<file path="src/rtl/mux_sel_sequencer.sv">
// Parallel-in sequencer: captures a word, then walks sel across every index of a
// downstream N:1 mux, one index per accepted output beat, with back-to-back reload.
module mux_sel_sequencer #(
  parameter int N         = 8,
  parameter bit MSB_FIRST = 1'b0,
  localparam int M        = $clog2(N)
) (
  input  logic         clk,
  input  logic         rst_n,
  input  logic         in_valid,
  output logic         in_ready,
  input  logic [N-1:0] din,
  output logic [N-1:0] word_q,
  output logic [M-1:0] sel,
  output logic         out_valid,
  input  logic         out_ready,
  output logic         out_last,
  output logic         done
);

  typedef enum logic {IDLE, RUN} state_t;

  localparam logic [M-1:0] LAST_IDX  = M'(N - 1);
  localparam logic [M-1:0] START_IDX = MSB_FIRST ? LAST_IDX : '0;
  localparam logic [M-1:0] END_IDX   = MSB_FIRST ? '0 : LAST_IDX;

  state_t       state_q, state_d;
  logic [N-1:0] word_d;
  logic [M-1:0] sel_q, sel_d;
  logic         done_q, done_d;
  logic         accept, beat;

  assign out_valid = (state_q == RUN);
  assign out_last  = out_valid && (sel_q == END_IDX);
  // A running word only frees the input on its final consumed beat.
  assign in_ready  = !out_valid || (out_last && out_ready);
  assign accept    = in_valid && in_ready;
  assign beat      = out_valid && out_ready;
  assign sel       = sel_q;
  assign done      = done_q;

  always_comb begin
    state_d = state_q;
    word_d  = word_q;
    sel_d   = sel_q;
    done_d  = beat && out_last;
    if (accept) begin
      word_d  = din;
      sel_d   = START_IDX;
      state_d = RUN;
    end else if (beat) begin
      if (out_last) begin
        state_d = IDLE;
        sel_d   = '0;
      end else begin
        // Stepping stops at END_IDX, so sel never reaches N..2^M-1.
        sel_d = MSB_FIRST ? sel_q - M'(1) : sel_q + M'(1);
      end
    end
  end

  always_ff @(posedge clk) begin
    if (!rst_n) begin
      state_q <= IDLE;
      word_q  <= '0;
      sel_q   <= '0;
      done_q  <= 1'b0;
    end else begin
      state_q <= state_d;
      word_q  <= word_d;
      sel_q   <= sel_d;
      done_q  <= done_d;
    end
  end

endmodule

</file>
<file path="config.mk">
export PLATFORM = sky130hd
export DESIGN_NAME = mux_sel_sequencer
export DESIGN_NICKNAME = d
export VERILOG_FILES = /design/src/rtl/mux_sel_sequencer.sv
export SDC_FILE = /design/constraint.sdc
export NUM_CORES = 1
export LEC_CHECK = 0
export ABC_AREA = 0
export CAP_MARGIN = 40
export CORE_MARGIN = 3
export CORE_UTILIZATION = 25
export CTS_BUF_LIST = sky130_fd_sc_hd__clkbuf_4 sky130_fd_sc_hd__clkbuf_8
export DETAILED_ROUTE_END_ITERATION = 10
export PLACE_DENSITY = 0.56
export SYNTH_ARGS = -nofsm -noshare
export SYNTH_HDL_FRONTEND = slang
export SYNTH_SLANG_ARGS = --single-unit
</file>
<file path="constraint.sdc">
create_clock -name clk -period 1.89 [get_ports clk]
set_input_delay 0.4725 -clock clk [delete_from_list [all_inputs] [get_ports clk]]
set_output_delay 0.4725 -clock clk [all_outputs]
set_load 0.005 [all_outputs]
</file>
### Word level (Yosys, flattened, before mapping)

Index checks and enable logic that the tools add are counted.

| operators by class | value |
|---|---|
| add/subtract/negate cells | 1 |
| bitwise operators | 1 |
| eq/ne operators | 1 |
| multiplexer cells | 4 |
| reductions and logical operators | 11 |

Operators with widths:

| cell | number |
|---|---|
| logical AND 1 bit | 5 |
| nonzero test 2 bit | 2 |
| adder 3 x 1 -> 3 bit (second input constant) | 1 |
| equality test 3 bit (second input constant) | 1 |
| 2-to-1 mux 1 bit | 3 |
| 2-to-1 mux 3 bit | 1 |
| AND reduction 2 bit | 1 |
| OR reduction 2 bit | 1 |
| logical NOT 1 bit | 1 |
| logical OR 1 bit | 1 |
| inverter 1 bit | 1 |

| storage, ports and cells | value |
|---|---|
| output and inout port bits | 15 |
| bits of input ports | 12 |
| register bits after elaboration | 13 |

### Logic depth before layout (Yosys ltp)

| depth | value |
|---|---|
| word-level depth | 7 |
| gate-level depth with buffers | 6 |
| depth with buffers taken out | 5 |

### Worst setup path after synthesis

No wires, ideal clock.

| timing path | value |
|---|---|
| path kind | register to output |
| from | register sel_q[0] (netlist: sel[0]) |
| to | output port in_ready |
| arrival time | 0.971 ns |
| stages on the path, launching flop included | 5 |
| slack | 0.446 ns |
| required time | 1.417 ns |
| path through | dfxtp_1 ha_1 ha_1 a21boi_4 inv_1 |

| on the way | value |
|---|---|
| longest elaborated chain between the ends | 4 |

RTL lines:

| what | line | text |
|---|---|---|
| start, declared | 29 | `logic [M-1:0] sel_q, sel_d;` |
| start signal, assigned | 71 | `sel_q <= sel_d;` |
| equality test 3 bit | 34 | `assign out_last = out_valid && (sel_q == END_IDX);` |
| logical AND 1 bit | 34 |  |
| logical AND 1 bit | 36 | `assign in_ready = !out_valid \|\| (out_last && out_ready);` |
| logical OR 1 bit | 36 |  |
| end, declared | 11 | `output logic in_ready,` |

No other way between the ends.

### Worst setup path after layout

| timing path | value |
|---|---|
| from | register sel_q[1] (netlist: sel[1]) |
| to | output port in_ready |

Same word-level chain as after synthesis.

==> impl_metrics.json <==
{
  "status": "finished, final reports clean",
  "drive_gt1_frac": 0.215,
  "power_density_nw_per_um2": 607,
  "fin_crit_sh": 0.954,
  "syn_nets": 73,
  "die_h_um": 54.2,
  "grt_max_degree": 22,
  "cts_num_sinks": 13,
  "worstPathMaxFanout": 3,
  "rsz0062_at_grt": "no",
  "grt_pass1_vias": 505,
  "reg2reg_to": "word_q[3]",
  "clk_latency_ns": 0.27,
  "root_buffer": "clkbuf_4",
  "hp-start": "word_q[6]",
  "finalSetupViolCount": 0,
  "cts_hold_buf": 0,
  "final_util": 0.469,
  "core_area_sq_um": 2080,
  "place_ws_ns": -0.207,
  "ys_types": 17,
  "cts_tree": "done",
  "die_w_um": 54.2,
  "clk_pin_slew_worst_paths_ns": 0.08,
  "dr.pass1.iters": 2,
  "post_drt_wl_per_cell_um": 11.0,
  "slew-limit-headroom": 0.879,
  "synthCells": 59,
  "nNetsFinal": 108,
  "r2r_cells": 7,
  "maxCapViolCount": 0,
  "dpl.cell_count": 116,
  "max_freq_mhz": 555,
  "critPathRequiredTime_ns": 1.42,
  "tightest_slew_ns": 0.177,
  "holdWs_ns": 0.459,
  "h-tree-depth": 1,
  "final-max-slew-violation-count": 0,
  "via_per_inst": 4.28,
  "area_growth_pct": 68.0,
  "leakage_nw": 0.392,
  "min_to": "word_q[6]",
  "gp_congestion": 0.618,
  "period_needed_ns": 1.80,
  "yosysSeqAreaShare": 0.447,
  "grt_pass1_wl_mm": 2.10,
  "tns_ns": 0,
  "worst_ep_arrival_time_ns": 1.33,
  "hpwlAfterDp_um": 943,
  "ir_worst_vdd_mv": 0.308,
  "clk_path_buf_depth": 2,
  "rr_startpoint": "sel[1]",
  "power.total_mw": 0.593,
  "antenna_cells": 0,
  "synthesis.area_sq_um": 582,
  "rows": 16,
  "io_pins": 27,
  "fin_ws_ns": 0.0866,
  "crit_type": "reg -> out",
  "grt-ovfl-total": 0,
  "cts_inserted_buffers": 3,
  "track_usage": 0.102,
  "r2r_setup_slack_ns": 0.47,
  "start_kind": "flip-flop",
  "antenna_found_initial": 0,
  "design_area_sq_um": 977,
  "initial_core_util": 0.279,
  "avgSynthCellArea_sq_um": 9.86,
  "first_iter_violations": 2,
  "hp-class": "reg -> reg",
  "ys_warn_count": 0,
  "hold_depth": 2,
  "drt_wl_total_mm": 1.32,
  "fin_skew_ns": 0.00135,
  "place_area_sq_um": 922,
  "vias": 513,
  "drc": 0,
  "antenna_left": 0,
  "hold_violations": 0,
  "end_kind": "output pin",
  "dieArea_sq_um": 2940,
  "synth_seq_cells": 13,
  "final_cells": 120,
  "numPortBuffers": 26
}
critical path, cell delays in order (launching register included):
cell,delay (ns)
dfxtp_1,0.34
ha_4,0.17
ha_4,0.16
a21boi_4,0.15
inv_1,0.05
clkdlybuf4s15_1,0.19
cell usage in the layout (no fill, tap or decap):
cell and count:
clkdlybuf4s50_1 23, nand2_1 18, dfxtp_1 12, mux2i_1 10, buf_4 6, clkbuf_4 4, nor3b_2 2, nor2_1 2
ha_4 2, clkdlybuf4s15_1 2, and2_2 1, a21boi_4 1, inv_1 1, nor2b_2 1, o21a_1 1, and4b_2 1
a21oi_1 1, a32oi_1 1, nor2b_1 1, dlygate4sd2_1 1, buf_12 1, dfxtp_2 1
sequential cells by signal, summed over array words and instances (netlist names):
register	flops
done	1
sel	3
out_valid	1
word_q	8
cell usage after synthesis:
library cell	number	area [sq um]
a32oi_1	1	8.76
nor2b_1	1	6.26
inv_1	1	3.75
nor3b_2	2	25.0
a21boi_4	1	18.8
and4b_2	1	11.3
nor2_1	2	7.51
nor2b_2	1	8.76
a21oi_1	1	5.00
dfxtp_1	13	260
clkbuf_1	2	7.51
o21a_1	1	7.51
buf_6	1	11.3
and2_2	1	7.51
mux2i_1	10	100
nand2_1	18	67.6
ha_1	2	25.0
power by group:
group | total [mW] | internal (mW) | switching (mW)
Sequential | 0.297 | 0.288 | 0.00919
Combinational | 0.112 | 0.0734 | 0.0388
Clock | 0.184 | 0.0960 | 0.0881
cell families (layout without fill, tap and decap cells):
logic type	after synthesis	count (layout)	share of synthesized area
DFF	13	13	0.447
buffers and inverters	4	38	0.0387
muxes	10	10	0.172
AOI/OAI and AO/OA	4	4	0.0688
and+or+nand+nor	26	26	0.230
adders and majority gates	2	2	0.0430
how the worst max path moves through the flow:
stage,start,endpoint,cells after the start
after floorplan,sel[0],in_ready,4
after global placement,out_ready,in_ready,4
after detailed placement,out_ready,in_ready,4
after CTS,sel[0],out_last,4
after global routing,sel[0],in_ready,5
final,sel[1],in_ready,5
layer usage:
layer	up-vias	routed length [um]	global-route usage
li1	265	-	-
met5	-	0	0
met1	229	609	0.119
met4	0	0	0.0498
met2	19	603	0.157
met3	0	107	0.0436
timing repair:
action,4_1_cts,5_1_grt
resized for setup,7,3
pin swaps,0,1
setup endpoints to repair,2,2
endpoints found under the hold margin,0,0
setup buffers,0,0
final cells by class:
type                       instances  area [sq um]
clock buffer                       4          30.0
fill                             215          1100
inverter                           1          3.75
multi-input combinational         42           324
sequential                        13           262
tap                               27          33.8
timing repair buffer              33           324
No activity file was read; power rests on OpenSTA's default activity.
